`src/rtl/pipeline_ctrl.sv`:
```
// Hazard and sequencing controller for the RV32I pipeline: load-use interlock, branch flush,
// memory-busy hold, trap drain/redirect FSM and a saturating stall-cycle counter.

`ifndef EXCEPTION_WIDTH
`define EXCEPTION_WIDTH 4
`endif
`ifndef ILLEGAL
`define ILLEGAL 0
`endif
`ifndef ECALL
`define ECALL 1
`endif
`ifndef EBREAK
`define EBREAK 2
`endif
`ifndef MRET
`define MRET 3
`endif

module pipeline_ctrl #(
  parameter int AWIDTH   = 5,
  parameter int PC_WIDTH = 32,
  parameter int CWIDTH   = 16
) (
  input  logic                        p_clk,
  input  logic                        p_rst,
  input  logic                        p_i_de_ce,
  input  logic                        p_i_de_use_rs1,
  input  logic                        p_i_de_use_rs2,
  input  logic [AWIDTH-1:0]           p_i_de_addr_rs1,
  input  logic [AWIDTH-1:0]           p_i_de_addr_rs2,
  input  logic                        p_i_ex_ce,
  input  logic                        p_i_ex_load,
  input  logic [AWIDTH-1:0]           p_i_ex_addr_rd,
  input  logic                        p_i_ex_branch,
  input  logic [`EXCEPTION_WIDTH-1:0] p_i_ex_exception,
  input  logic [PC_WIDTH-1:0]         p_i_ex_pc,
  input  logic                        p_i_mem_busy,
  input  logic                        p_i_cnt_clr,
  output logic                        p_o_stall_fetch,
  output logic                        p_o_stall_decode,
  output logic                        p_o_stall_exec,
  output logic                        p_o_flush_decode,
  output logic                        p_o_flush_exec,
  output logic                        p_o_trap_req,
  output logic                        p_o_mret_req,
  output logic [3:0]                  p_o_trap_cause,
  output logic [PC_WIDTH-1:0]         p_o_trap_pc,
  output logic [CWIDTH-1:0]           p_o_stall_cnt
);

  typedef enum logic [1:0] {
    ST_RUN      = 2'd0,
    ST_DRAIN    = 2'd1,
    ST_REDIRECT = 2'd2
  } state_e;

  state_e                state_q, state_d;
  logic [3:0]            cause_q, cause_d;
  logic [PC_WIDTH-1:0]   pc_q, pc_d;
  logic                  mret_q, mret_d;
  logic [CWIDTH-1:0]     cnt_q, cnt_d;

  logic                  exc_v;
  logic                  load_use;
  logic [3:0]            exc_cause;
  logic                  exc_mret;
  logic                  stall_fetch, stall_decode, stall_exec;
  logic                  flush_decode, flush_exec;

  assign exc_v    = p_i_ex_ce & (|p_i_ex_exception);
  assign load_use = p_i_ex_ce & p_i_ex_load & (p_i_ex_addr_rd != '0) & p_i_de_ce &
                    ((p_i_de_use_rs1 & (p_i_de_addr_rs1 == p_i_ex_addr_rd)) |
                     (p_i_de_use_rs2 & (p_i_de_addr_rs2 == p_i_ex_addr_rd)));

  // MRET only wins when no real fault is flagged alongside it; it carries cause 0.
  always_comb begin
    exc_cause = 4'd0;
    exc_mret  = 1'b0;
    if (p_i_ex_exception[`ILLEGAL])     exc_cause = 4'd2;
    else if (p_i_ex_exception[`EBREAK]) exc_cause = 4'd3;
    else if (p_i_ex_exception[`ECALL])  exc_cause = 4'd11;
    else if (p_i_ex_exception[`MRET])   exc_mret  = 1'b1;
  end

  // NOTE: every signal written here gets a default first, so no path leaves one unassigned and no latch is inferred.
  always_comb begin
    state_d      = state_q;
    cause_d      = cause_q;
    pc_d         = pc_q;
    mret_d       = mret_q;
    stall_fetch  = 1'b0;
    stall_decode = 1'b0;
    stall_exec   = 1'b0;
    flush_decode = 1'b0;
    flush_exec   = 1'b0;
    case (state_q)
      ST_RUN: begin
        if (exc_v) begin
          flush_decode = 1'b1;
          flush_exec   = 1'b1;
          cause_d      = exc_cause;
          pc_d         = p_i_ex_pc;
          mret_d       = exc_mret;
          state_d      = ST_DRAIN;
        end else if (p_i_mem_busy) begin
          stall_fetch  = 1'b1;
          stall_decode = 1'b1;
          stall_exec   = 1'b1;
        end else if (p_i_ex_branch) begin
          flush_decode = 1'b1;
          flush_exec   = 1'b1;
        end else if (load_use) begin
          stall_fetch  = 1'b1;
          stall_decode = 1'b1;
          flush_exec   = 1'b1;
        end
      end
      ST_DRAIN: begin
        stall_fetch  = 1'b1;
        flush_decode = 1'b1;
        flush_exec   = 1'b1;
        if (!p_i_mem_busy) state_d = ST_REDIRECT;
      end
      ST_REDIRECT: begin
        flush_decode = 1'b1;
        flush_exec   = 1'b1;
        state_d      = ST_RUN;
      end
      default: state_d = ST_RUN;
    endcase
  end

  always_comb begin
    cnt_d = cnt_q;
    if (p_i_cnt_clr)                        cnt_d = '0;
    else if (stall_fetch && cnt_q != '1)    cnt_d = cnt_q + CWIDTH'(1);
  end

  // NOTE: state registers use non-blocking assignments so all flops update together at the edge.
  always_ff @(posedge p_clk or posedge p_rst) begin
    if (p_rst) begin
      state_q <= ST_RUN;
      cause_q <= 4'd0;
      pc_q    <= '0;
      mret_q  <= 1'b0;
      cnt_q   <= '0;
    end else begin
      state_q <= state_d;
      cause_q <= cause_d;
      pc_q    <= pc_d;
      mret_q  <= mret_d;
      cnt_q   <= cnt_d;
    end
  end

  // Combinational controls are forced quiet while reset is held, whatever the inputs do.
  assign p_o_stall_fetch  = stall_fetch  & ~p_rst;
  assign p_o_stall_decode = stall_decode & ~p_rst;
  assign p_o_stall_exec   = stall_exec   & ~p_rst;
  assign p_o_flush_decode = flush_decode & ~p_rst;
  assign p_o_flush_exec   = flush_exec   & ~p_rst;

  assign p_o_trap_req   = (state_q == ST_REDIRECT) & ~mret_q;
  assign p_o_mret_req   = (state_q == ST_REDIRECT) &  mret_q;
  assign p_o_trap_cause = cause_q;
  assign p_o_trap_pc    = pc_q;
  assign p_o_stall_cnt  = cnt_q;

endmodule

```
`config.mk`:
```
export PLATFORM = sky130hd
export DESIGN_NAME = pipeline_ctrl
export DESIGN_NICKNAME = d
export VERILOG_FILES = /design/src/rtl/pipeline_ctrl.sv
export SDC_FILE = /design/constraint.sdc
export NUM_CORES = 1
export LEC_CHECK = 0
export ABC_AREA = 1
export CORE_MARGIN = 8
export CORE_UTILIZATION = 47
export CTS_CLUSTER_SIZE = 40
export DETAILED_ROUTE_END_ITERATION = 8
export PLACE_DENSITY = 0.88
export SYNTH_ARGS = -nofsm -noshare
export SYNTH_HDL_FRONTEND = slang
export SYNTH_SLANG_ARGS = --single-unit
```
`constraint.sdc`:
```
create_clock -name p_clk -period 4.9 [get_ports p_clk]
set_input_delay 0.98 -clock p_clk [delete_from_list [all_inputs] [get_ports p_clk]]
set_output_delay 0.98 -clock p_clk [all_outputs]
set_load 0.01 [all_outputs]
```
==> Yosys cells after proc, flatten, opt, wreduce, memory -nomap -nowiden <==
Cells that the tools add are included.
Widths: inputs -> output; s select.
{ "op_classes": {"reduce_logical": 8, "n_addsub": 1, "eq_ne": 7, "n_mux": 29, "n_bitwise": 17} }
{ "op_table": {"columns": ["op", "n"], "rows": [
  ["$mux 16", 2],
  ["$mux 1", 18],
  ["$add 16x1->16 const B", 1],
  ["$ne 16x16->1 const B", 1],
  ["$and 1x1->1", 14],
  ["$mux 4", 3],
  ["$eq 5x5->1", 2],
  ["$pmux 1 s2", 3],
  ["$reduce_bool 5->1", 1],
  ["$mux 2", 2],
  ["$ne 2x2->1 const B", 2],
  ["$pmux 2 s2", 1],
  ["$reduce_and 2->1", 2],
  ["$reduce_or 4->1", 1],
  ["$eq 2x1->1 const B", 1],
  ["$eq 2x2->1 const B", 1],
  ["$logic_not 2->1", 1],
  ["$not 1->1", 2],
  ["$reduce_bool 2->1", 1],
  ["$reduce_or 2->1", 1],
  ["$logic_and 1x1->1", 1],
  ["$or 1x1->1", 1]
]} }
{ "totals": {"reg_bits": 55, "in_bits": 61, "output_inout_bits": 59} }

==> Depth between registers and ports, before layout <==
{ "logic_depth": {"word_depth": 12, "ltp_mapped": 14, "ltp_nobuf": 13} }

==> Worst setup path before layout <==
OpenSTA, ideal clock, no wires.
{ "synth_path": {"path_type": "input port to output port", "start": "in p_i_ex_exception[2]", "end": "out p_o_flush_exec", "cell_stages": 9, "path_buffers": 1, "t_arrival_ns": 2.171, "slack_ns": 1.749, "t_required_ns": 3.920, "path_cell_list": "or2_1 -> nor2_2 -> nand2_1 -> nand2_1 -> inv_1 -> nand2_1 -> buf_2 -> a31oi_1 -> or2_2"} }
{ "synth_between": {"elab_chain_cells": 5} }
{ "synth_lines": {"columns": ["item", "line_no", "text"], "rows": [
  ["start: declaration", "36", "input logic [`EXCEPTION_WIDTH-1:0] p_i_ex_exception,"],
  ["$reduce_or 4->1", "71", "assign exc_v = p_i_ex_ce & (|p_i_ex_exception);"],
  ["$and 1x1->1", "71", null],
  ["$mux 1", "99", "if (exc_v) begin"],
  ["$pmux 1 s2", "97", "case (state_q)"],
  ["$and 1x1->1", "162", "assign p_o_flush_exec = flush_exec & ~p_rst;"],
  ["end: declaration", "44", "output logic p_o_flush_exec,"]
]} }
No other way between the ends.

==> Worst setup path after layout <==
{ "layout_path": {"start": "in p_i_ex_exception[2]", "end": "out p_o_stall_fetch"} }
{ "layout_between": {"elab_chain_cells": 5} }
{ "layout_lines": {"columns": ["item", "line_no", "text"], "rows": [
  ["$reduce_or 4->1", "71", null],
  ["$and 1x1->1", "71", null],
  ["$mux 1", "99", null],
  ["$pmux 1 s2", "97", null],
  ["$and 1x1->1", "158", "assign p_o_stall_fetch = stall_fetch & ~p_rst;"],
  ["end: declaration", "40", "output logic p_o_stall_fetch,"]
]} }
No other way between the ends.

==> metrics.txt <==
status=finished clean; commonest cells after routing, fill and taps aside=nand2_1, clkdlybuf4s50_1, dfrtp_1; Crit Path Max Fanout=3; Vias=2849; CTS H-tree lvls=2; Netlist cell types=31; final std cells w/o fill=580; Final period util=0.7916; CTS tree=built; worst-case vdd ir drop=0.0003041 V; critical path's largest stage delay=0.55 ns; GRT Total Usage=0.1847; row count=29; drt first pass iters=4; Critical-path top delay cell=clkdlybuf4s50_1; Tightest Pin Transition=1.116 ns; Avg Inst Size Synth=7.562 um^2; Final ANT Viol Nets=0; drt initial violations=126; Hold/Removal Path Class=reg -> reg; clk root buf=clkbuf_8; vias in the first global route=2877; final hold vios=0; # port buffers=118; Mapped Nets=455; commonest non-fill, non-tap cell in the layout=nand2_1; max_slew headroom=0.2547; Lkg Pwr=2.219 nW; Yosys top cell area share=0.4594; drt wl/cell=14.45 um; crit path DAT=2.90 ns; clock sinks=54; Period minus WS final=3.879 ns; Syn Inst Count=389; top cells by area, synth=dfrtp_1, nand2_1, inv_1; Clock Skew=0.002981 ns; setup violators final=0; PwrDens=424.7 mW/mm^2; achievable frequency=257.8 MHz; synthesized cell area=0.002942 mm^2; diode count=0; Fill cells=505; CTS Buf Count=5; first-pass GRT wire length=13470 um; Core ar.=0.006205 mm^2; Post-route DRC=0; sequential element share of the synthesized area=0.4594; Final Wtd Congestion=0.9159; Pins Over Slew Limit=0; total of max-cap violations=0; TNS Setup=0 ns; final wirelength=8382 um; # nets final=568; grt total ovfl=0; Initial Utilization=0.4741; Cell Chain, Critical Path=clkdlybuf4s50_1 -> or2_1 -> nor2_2 -> nand2_1 -> nand2_1 -> nand2_2 -> a21oi_2 -> nand2_2 -> a21oi_1 -> clkdlybuf4s50_1; Synth area leader=dfrtp_1; Worst-Skew Late Latency=0.30 ns; full die area=0.009046 mm^2; yosys warns=0; Synth-to-Final Area Change=44.96%; die height=95.11 um; cell count after placement=572; total power=1.811 mW; CP endpoint kind=output pin; RSZ-0062 raised after global routing=false; layout cell share with drive strength beyond 1=0.05567; postcts setup bufs=0; CP Launch Type=input pin; largest net degree at the start of global routing=55; FF+latch count, synth=54; Worst-path clk slew=0.09 ns; maximum buffer depth of the clock tree=2; CTS resizes=0; Setup Crit Path Kind=in -> out; initial antenna violation count=0; vias per cell=4.912; Post-DP HPWL=6220 um; io pins=120; Die X=95.11 um; CP required=3.92 ns; Post-CTS Hold Fix Bufs=0
synth_stat cells:
library cell  instances
dfrtp_1              54
nand2_2               3
buf_4                 2
ha_1                  5
clkinv_1              1
or2_1                 1
xnor2_1               2
conb_1                1
inv_1                42
clkbuf_1              5
o21ai_0               2
buf_2                 6
nor2_1               21
nand2_1             168
nor3_1                2
nor2_4                2
nand2_4               3
nand3b_1              2
or2_2                 2
xor2_1               11
buf_8                 1
a21oi_2               1
nand3_4               1
a21oi_1               1
a22o_1                1
o21a_1                1
a31oi_1               1
nand3_1              22
nand4_1              20
nor2_2                2
nand3_2               3
through the flow:
| stage | hold slack [ns] | util | worst slack [ns] | area (um^2) |
|---|---|---|---|---|
| floorplan | 0.4712 | - | 1.749 | 2942 |
| global placement | 0.4624 | 0.6697 | 1.060 | 4155 |
| detailed placement | 0.4641 | 0.6697 | 1.017 | 4155 |
| CTS | 0.4888 | 0.6872 | 1.010 | 4264 |
| global route | 0.5061 | 0.6872 | 0.8571 | 4264 |
| finish | 0.4836 | 0.6872 | 1.021 | 4264 |
per-layer routing:
metal  up-vias  share of wire  track usage
met5         -              0            0
met4         0          0.012      0.04811
met3        10          0.088      0.05276
met2       106           0.50       0.3297
met1      1306           0.40       0.2109
li1       1427              -            -
power breakdown:
part           leakage (nW)  internal (mW)  total, mW  switching, mW
Sequential            0.693          0.595      0.687         0.0926
Clock                0.0579          0.151      0.292          0.142
Combinational          1.47          0.416      0.831          0.415
Total                  2.22           1.16       1.81          0.649
worst paths after layout:
kind	from	endpoint	slack, ns	cells after the start
worst max-delay path	p_i_ex_exception[2]	p_o_stall_fetch	1.02	10
worst min-delay path	p_o_trap_pc[24]$_DFFE_PP0P_	p_o_trap_pc[24]$_DFFE_PP0P_	0.48	2
worst max register to register	p_o_stall_cnt[0]$_DFFE_PP0P_	p_o_stall_cnt[10]$_DFFE_PP0P_	2.89	11
worst min register to register	p_o_trap_pc[24]$_DFFE_PP0P_	p_o_trap_pc[24]$_DFFE_PP0P_	0.48	2
max in group asynchronous	p_rst	p_o_trap_pc[23]$_DFFE_PP0P_	2.81	2
min in group asynchronous	p_rst	p_o_trap_pc[10]$_DFFE_PP0P_	1.40	2
cell type report:
class / count / area, um^2 / area share
Clock buffer: 5 / 68.82 / 0.01614
Timing Repair Buffer: 120 / 1196 / 0.2805
Tap cell: 77 / 96.34 / 0.02259
Clock inverter: 3 / 40.04 / 0.009390
Sequential cell: 54 / 1351 / 0.3169
Multi-Input combinational cell: 278 / 1350 / 0.3166
Inverter: 43 / 161.4 / 0.03785
registers in the layout, summed over array words and instances (netlist names):
signal,flops
p_o_trap_pc,32
p_o_stall_cnt,16
p_o_trap_cause,3
state_q,2
mret_q,1
kinds of logic after synthesis:
kind of cell,synth area share
AOI/OAI and AO/OA,0.01574
and+or+nand+nor,0.3820
buffers and inverters,0.08166
xor gates and xnor gates,0.03871
other,0.001275
DFF,0.4594
adders and majority gates,0.02127
worst max-delay path, delay by kind of cell:
family,cells,cell delay [ns]
buffers and inverters,2,0.97
AND/OR/NAND/NOR,6,0.68
AO/OA/AOI/OAI,2,0.25
Power figures use the tool's default switching activity.
